## config.mk

```make
export PLATFORM = sky130hd
export DESIGN_NAME = seg_disp_ctrl
export DESIGN_NICKNAME = d
export VERILOG_FILES = /design/src/rtl/seg_disp_ctrl.sv
export SDC_FILE = /design/constraint.sdc
export NUM_CORES = 1
export LEC_CHECK = 0
export BUFFER_PORTS_ARGS = -buffer_cell sky130_fd_sc_hd__buf_2
export CORE_MARGIN = 5
export CORE_UTILIZATION = 35
export DETAILED_ROUTE_END_ITERATION = 8
export PLACE_DENSITY = 0.5
export SYNTH_ARGS = -nofsm -noshare
export SYNTH_HDL_FRONTEND = slang
export SYNTH_SLANG_ARGS = --single-unit
```

## constraint.sdc

```tcl
create_clock -name clk -period 2.6 [get_ports clk]
set_clock_uncertainty 0.15 [all_clocks]
set_input_delay 0.39 -clock clk [delete_from_list [all_inputs] [get_ports clk]]
set_output_delay 0.39 -clock clk [all_outputs]
set_load 0.1 [all_outputs]
```

## src/rtl/seg_disp_ctrl.sv

```systemverilog
// Refresh controller for the 7-segment serial display: shadow-buffers bus writes and sends frames.
// Optional macro SEG_FRAME_CNT_EN adds a 16-bit count of frames the serializer completed.
module seg_disp_ctrl #(
    parameter int REFRESH_CYC = 1000000,
    parameter int FLASH_DIV   = 25000000,
    parameter int TIMEOUT_CYC = 256
) (
    input  logic        clk,
    input  logic        rst,
    input  logic        wr_en,
    input  logic [31:0] wr_data,
    input  logic [7:0]  wr_point,
    input  logic [7:0]  wr_les,
    input  logic        seg_pen,
    output logic [31:0] Hexs,
    output logic [7:0]  point,
    output logic [7:0]  LES,
    output logic        Start,
    output logic        flash,
    output logic        busy,
    output logic        timeout_err
`ifdef SEG_FRAME_CNT_EN
    ,
    output logic [15:0] frame_cnt
`endif
);

    typedef enum logic [1:0] {ST_IDLE, ST_LOAD, ST_START, ST_WAIT} state_t;

    localparam int TO_W = (TIMEOUT_CYC > 1) ? $clog2(TIMEOUT_CYC) : 1;
    localparam logic [TO_W-1:0] TO_LAST    = TO_W'(TIMEOUT_CYC - 1);
    localparam logic [31:0]     FLASH_LAST = 32'(FLASH_DIV - 1);

    state_t            state_q, state_d;
    logic [31:0]       shadow_hex_q;
    logic [7:0]        shadow_point_q, shadow_les_q;
    logic [31:0]       hexs_q;
    logic [7:0]        point_q, les_q;
    logic              pending_q, pending_d;
    logic              seg_pen_prev_q;
    logic              pen_rise;
    logic [TO_W-1:0]   to_cnt_q, to_cnt_d;
    logic              timeout_err_q, timeout_err_d;
    logic              load;
    logic              refresh_tick;
    logic              flash_tick;
    logic              flash_q;
    logic [31:0]       flash_cnt_q;

    assign pen_rise   = seg_pen & ~seg_pen_prev_q;
    assign flash_tick = (flash_cnt_q == FLASH_LAST);

    always_comb begin
        state_d       = state_q;
        to_cnt_d      = to_cnt_q;
        timeout_err_d = timeout_err_q;
        load          = 1'b0;
        case (state_q)
            ST_IDLE: begin
                if (pending_q) state_d = ST_LOAD;
            end
            ST_LOAD: begin
                load    = 1'b1;
                state_d = ST_START;
            end
            ST_START: begin
                to_cnt_d = '0;
                state_d  = ST_WAIT;
            end
            ST_WAIT: begin
                if (pen_rise) begin
                    state_d = ST_IDLE;
                end else if (to_cnt_q == TO_LAST) begin
                    timeout_err_d = 1'b1;
                    state_d       = ST_IDLE;
                end else begin
                    to_cnt_d = to_cnt_q + 1'b1;
                end
            end
            default: state_d = ST_IDLE;
        endcase
    end

    // A set in the LOAD cycle beats the clear, so a write racing LOAD goes out next frame.
    always_comb begin
        pending_d = pending_q;
        if (load) pending_d = 1'b0;
        if (wr_en || refresh_tick || flash_tick) pending_d = 1'b1;
    end

    always_ff @(posedge clk or negedge rst) begin
        if (!rst) begin
            state_q        <= ST_IDLE;
            shadow_hex_q   <= '0;
            shadow_point_q <= '0;
            shadow_les_q   <= '0;
            hexs_q         <= '0;
            point_q        <= '0;
            les_q          <= '0;
            pending_q      <= 1'b1;
            seg_pen_prev_q <= 1'b1;
            to_cnt_q       <= '0;
            timeout_err_q  <= 1'b0;
            flash_q        <= 1'b0;
            flash_cnt_q    <= '0;
        end else begin
            state_q        <= state_d;
            pending_q      <= pending_d;
            seg_pen_prev_q <= seg_pen;
            to_cnt_q       <= to_cnt_d;
            timeout_err_q  <= timeout_err_d;
            if (wr_en) begin
                shadow_hex_q   <= wr_data;
                shadow_point_q <= wr_point;
                shadow_les_q   <= wr_les;
            end
            if (load) begin
                hexs_q  <= shadow_hex_q;
                point_q <= shadow_point_q;
                les_q   <= shadow_les_q;
            end
            if (flash_tick) begin
                flash_cnt_q <= '0;
                flash_q     <= ~flash_q;
            end else begin
                flash_cnt_q <= flash_cnt_q + 32'd1;
            end
        end
    end

    // REFRESH_CYC of zero removes the periodic refresh entirely.
    generate
        if (REFRESH_CYC > 0) begin : g_refresh
            localparam logic [31:0] REFRESH_LAST = 32'(REFRESH_CYC - 1);
            logic [31:0] refresh_cnt_q;
            assign refresh_tick = (refresh_cnt_q == REFRESH_LAST);
            always_ff @(posedge clk or negedge rst) begin
                if (!rst) begin
                    refresh_cnt_q <= '0;
                end else if (refresh_tick) begin
                    refresh_cnt_q <= '0;
                end else begin
                    refresh_cnt_q <= refresh_cnt_q + 32'd1;
                end
            end
        end else begin : g_no_refresh
            assign refresh_tick = 1'b0;
        end
    endgenerate

`ifdef SEG_FRAME_CNT_EN
    logic        frame_done;
    logic [15:0] frame_cnt_q;
    assign frame_done = (state_q == ST_WAIT) && pen_rise;
    always_ff @(posedge clk or negedge rst) begin
        if (!rst) begin
            frame_cnt_q <= '0;
        end else if (frame_done) begin
            frame_cnt_q <= frame_cnt_q + 16'd1;
        end
    end
    assign frame_cnt = frame_cnt_q;
`endif

    assign Hexs        = hexs_q;
    assign point       = point_q;
    assign LES         = les_q;
    assign Start       = (state_q == ST_START);
    assign busy        = (state_q != ST_IDLE);
    assign flash       = flash_q;
    assign timeout_err = timeout_err_q;

endmodule

```

# After elaboration in Yosys (flattened, before gate mapping)
# Index checks and enable logic that the tools add are counted.
totals:
  reg_bits: 174
  inputBits: 52
  out_inout_bits: 52
  elab_cells: 52
classes:
  n_addsub: 3
  eq_ne: 10
  n_mux: 12
  bitwise: 4
  n_reduce_logical: 9
ops:
  columns: ["op", "count"]
  rows:
  - ["adder 32 x 1 -> 32 bit, second input constant", 2]
  - ["2-to-1 mux 32 bit", 2]
  - ["== test 32 x 20 -> 1 bit, second input constant", 1]
  - ["== test 32 x 25 -> 1 bit, second input constant", 1]
  - ["2-to-1 mux 8 bit", 2]
  - ["case mux 8 bit (2 select lines)", 1]
  - ["adder 8 x 1 -> 8 bit, second input constant", 1]
  - ["== test 8 bit, second input constant", 1]
  - ["case mux 2 bit (4 select lines)", 1]
  - ["2-to-1 mux 2 bit", 3]
  - ["inequality test 2 bit, second input constant", 3]
  - ["AND reduction 3 bit", 2]
  - ["nonzero test 2 bit", 3]
  - ["== test 2 bit, second input constant", 2]
  - ["2-to-1 mux 1 bit", 3]
  - ["inequality test 3 bit, second input constant", 1]
  - ["inverter 1 bit", 3]
  - ["== test 2 x 1 -> 1 bit, second input constant", 1]
  - ["zero test 2 bit", 1]
  - ["logical OR 1 bit", 2]
  - ["AND reduction 2 bit", 1]
  - ["bitwise AND 1 bit", 1]

# Depth between registers and ports, before layout
logic_depth:
  ltp_word: 4
  mapped_depth: 7
  ltp_nobuf: 6

# Worst setup path after synthesis
# Ideal clock, no wire load.
synth_path:
  path_kind: "register to register"
  startpoint: "reg state_q[0]"
  endpoint: "reg state_q[1]"
  setup_ps: 125
  t_arrival_ps: 1785
  t_required_ps: 2325
  setup_slack_ps: 541
  path_stages_with_launch: 6
  n_path_buf: 0
  period_less_slack_ps: 2059
  cell_sequence: "dfrtp_1 inv_1 ha_1 inv_1 o21ai_0 mux2_2"
synth_between:
  elab_chain_cells: 3
  elab_cells_between_ends: 8
  classes_between: "eq/ne: 5; mux: 1; reduce/logical: 2"
synth_rtl:
  columns: ["item", "line", "source"]
  rows:
  - ["start: declaration", "34", "state_t state_q, state_d;"]
  - ["start signal: assignment", "107", "state_q <= state_d;"]
  - ["== test 2 bit or zero test 2 bit (tied branches)", "58", "case (state_q)"]
  - ["inequality test 3 bit (no source line) or inequality test 2 bit (tied branches)", null, null]
  - ["AND reduction 2 bit (no source line)", null, null]
# Several ways; a longest one is shown, not always the timed one.
# A chain may end at the register's enable or synchronous reset.

# Worst setup path after layout
layout_path:
  startpoint: "reg state_q[0]"
  endpoint: "out Start"
layout_between:
  elab_chain_cells: 1
layout_rtl:
  columns: ["item", "line", "source"]
  rows:
  - ["== test 2 bit", "168", "assign Start = (state_q == ST_START);"]
  - ["end: declaration", "18", "output logic Start,"]
# No other way between the ends.

==> run metrics <==
later-pin clock latency in the skew report=between 0.4 and 0.5 ns; antenna diode count=0; DP Wirelength=between 9 and 10 mm; post-route ant nets=0; Synth top area share=0.5817; maxcap violations=0; Root Buffer=clkbuf_16; Clock transition at path regs=~0.060 ns; fmax=~450 MHz; final hold vios=0; area of the mapped netlist=around 7400 um^2; RR Endpoint=pending_q; Vias/cell=just under 5; most frequent cell after synthesis=dfrtp_1; Worst Path Required=between 2 and 2.5 ns; area of all sequential standard cells=approximately 4400 um^2; EDFF count, synth=0; reg-to-reg slack, setup=between 0.5 and 0.6 ns; top_reg_cell synth=dfrtp_1; peak supply drop=0.0004847 V; Final Cell Area=a little under 9000 um^2; slowest stage cell, crit path=buf_2; initial antenna violation count=0; final core occ=0.4279; Slew @ Worst Pin=0.4872 ns; Leakage=about 4.0 nW; CTS Buf Count=17; fraction of registers with async set/reset=1.000; #FFs+latches synth=around 170; Detailed Route WL=14.45 mm; Starting Density=0.3542; Critical Path Sink Type=primary output; Clock Sinks=174; Site Rows=53; Worst Hold Class=input port to flop; largest net degree at the start of global routing=slightly below 80; R2R Path Start=g_refresh.refresh_cnt_q[20]; Seq/Total Area, Yosys=0.5888; RSZ-0062 raised after global routing=no; crit share post-route=0.8492; crit start category=flop; Synth Net Count=around 630; Pins Over Slew Limit=0; relative slew slack=0.6668; total die area=between 20000 and 25000 um^2; NetSw=about 5 mW; P_int=between 5 and 6 mW; IO buf count=103; Multi-input gate area=2934 um^2; # H-tree levels=4; sequential power share=0.322; total power=approximately 11 mW; Netlist cell types=51; area post-placement=between 8000 and 9000 um^2; setup bufs post-CTS=0; power density cells=around 1200 nW/um^2; Hold Slack=about 0.044 ns; WL per Instance=between 10 and 15 um; Fin Setup TNS=0 ns; Comb pwr share=0.432; fillers=1975; sw frac=0.4620; largest area contributor in the netlist=dfrtp_1; Mean Syn Cell Area=around 13 um^2; Clock power frac=0.246; Yosys Warn Count=0; Congestion Overflow GR=0; core area=~21000 um^2; min Tclk post-route=between 2 and 2.5 ns; Initial DRC Count=141; Die Y=155.4 um; P&R area growth vs syn=20.80%; DR vias=approximately 4700; global-route wire length before repair=roughly 24 mm; peak fanout along the critical path=4; Register-to-Register Path Depth=5; max incr delay on CP=between 0.4 and 0.5 ns; nets=between 700 and 800; crit path cell chain=inv_1, ha_1, buf_2; status=finished clean; Synth Instances=between 500 and 600; CTS tree=yes; DIE WIDTH=155.4 um; Worst Path Class, Setup=flop to primary output; Top-Level Pins=104; crit path launch=state_q[0]; most frequent cells after synthesis=172 x dfrtp_1, 98 x mux2_2, 40 x nor2_1; WP data arrival=approximately 1.7 ns; endpoints failing setup=0; Total GRT Usage=0.1242; Residual DRC=0; vias in the first global route=between 4000 and 5000; clock buffer depth=2; layout cell share with drive strength beyond 1=0.3678; Area contributors post-synth=dfrtp_1 58%, mux2_2 15%, xnor2_1 3.8%; routability cong.=0.7695; DR pass1 iterations=4; crit path to=Start
-- final cells by class --
cell class	count	share of cell area
multi-input combinational	370	0.3282
clock inverter	8	0.01428
sequential	174	0.4874
clock buffer	23	0.05571
inverter	9	0.003779
tap	275	0.03849
timing repair buffer	112	0.07209
-- power by group through the flow --
stage	Combinational, mW	Clock (mW)	Sequential, mW
6_report	4.69	2.67	3.50
5_1_grt	4.88	2.87	3.56
4_1_cts	4.74	2.74	3.51
3_5_place_dp	4.74	0	3.56
3_3_place_gp	4.70	0	3.52
2_1_floorplan	1.11	0	6.32
-- stage by stage --
| step | cells | setup WS, ns |
|---|---|---|
| 2_1_floorplan | 569 | 0.5406 |
| 3_3_place_gp | 938 | 0.5327 |
| 3_5_place_dp | 938 | 0.5527 |
| 4_1_cts | 971 | 0.3627 |
| 5_1_grt | 971 | 0.3313 |
| 6_report | 971 | 0.3921 |
-- flip-flops by register name (all words and copies together) (netlist names) --
register / cells
to_cnt_q: 8
state_q: 2
Hexs: 32
shadow_point_q: 8
shadow_hex_q: 32
g_refresh.refresh_cnt_q: 32
seg_pen_prev_q: 1
shadow_les_q: 8
timeout_err: 1
LES: 8
flash_cnt_q: 32
point: 8
flash: 1
pending_q: 1
-- worst max-delay path, delay by kind of cell (launching register included) --
family / cells / cell delay [ns]
buf+inv: 2 / 0.60
flops: 1 / 0.41
fa+ha+maj: 1 / 0.23
-- cell families (layout without fill, tap and decap cells) --
kind of cell,Yosys count,count (layout),share of synthesized area
AO/OA/AOI/OAI,32,32,0.02739
XOR/XNOR,55,55,0.06510
adder cells (fa/ha/maj),8,8,0.01353
buffers and inverters,25,152,0.01505
flip-flops,174,174,0.5888
multiplexers,99,99,0.1505
AND/OR/NAND/NOR,176,176,0.1397
-- repair_timing --
action	in CTS	in global routing
resized for setup	0	0
setup endpoints to repair	0	0
hold buffers	2	0
endpoints found under the hold margin	49	0
-- placed cells by master, fill, tap and decap left out, types with 9 or more instances in the layout --
cell / instances
xor2_1: 23
a21oi_1: 9
buf_2: 102
dfrtp_1: 172
inv_1: 9
clkbuf_16: 17
xnor2_1: 32
mux2_2: 98
nor4_1: 10
nor2_1: 40
nand4_1: 15
nand3_1: 23
nand2_1: 34
nor3_1: 9
-- worst min-delay path by stage --
stage	startpoint	end	slack, ns	depth (start not counted)
2_1_floorplan	rst	Hexs[0]	-0.06	0
3_3_place_gp	rst	Hexs[5]	0.21	1
3_5_place_dp	rst	shadow_hex_q[5]	0.22	1
4_1_cts	wr_data[29]	shadow_hex_q[29]	0.03	2
5_1_grt	wr_data[29]	shadow_hex_q[29]	0.02	2
6_report	wr_data[29]	shadow_hex_q[29]	0.04	2
-- routing by layer --
metal,up-vias,track usage,share of wire
met5,-,0,0
met4,0,0.03752,0.012
met3,19,0.03588,0.045
met2,83,0.1930,0.47
met1,2390,0.1693,0.47
li1,2235,-,-
No activity file was read; power rests on OpenSTA's default activity.
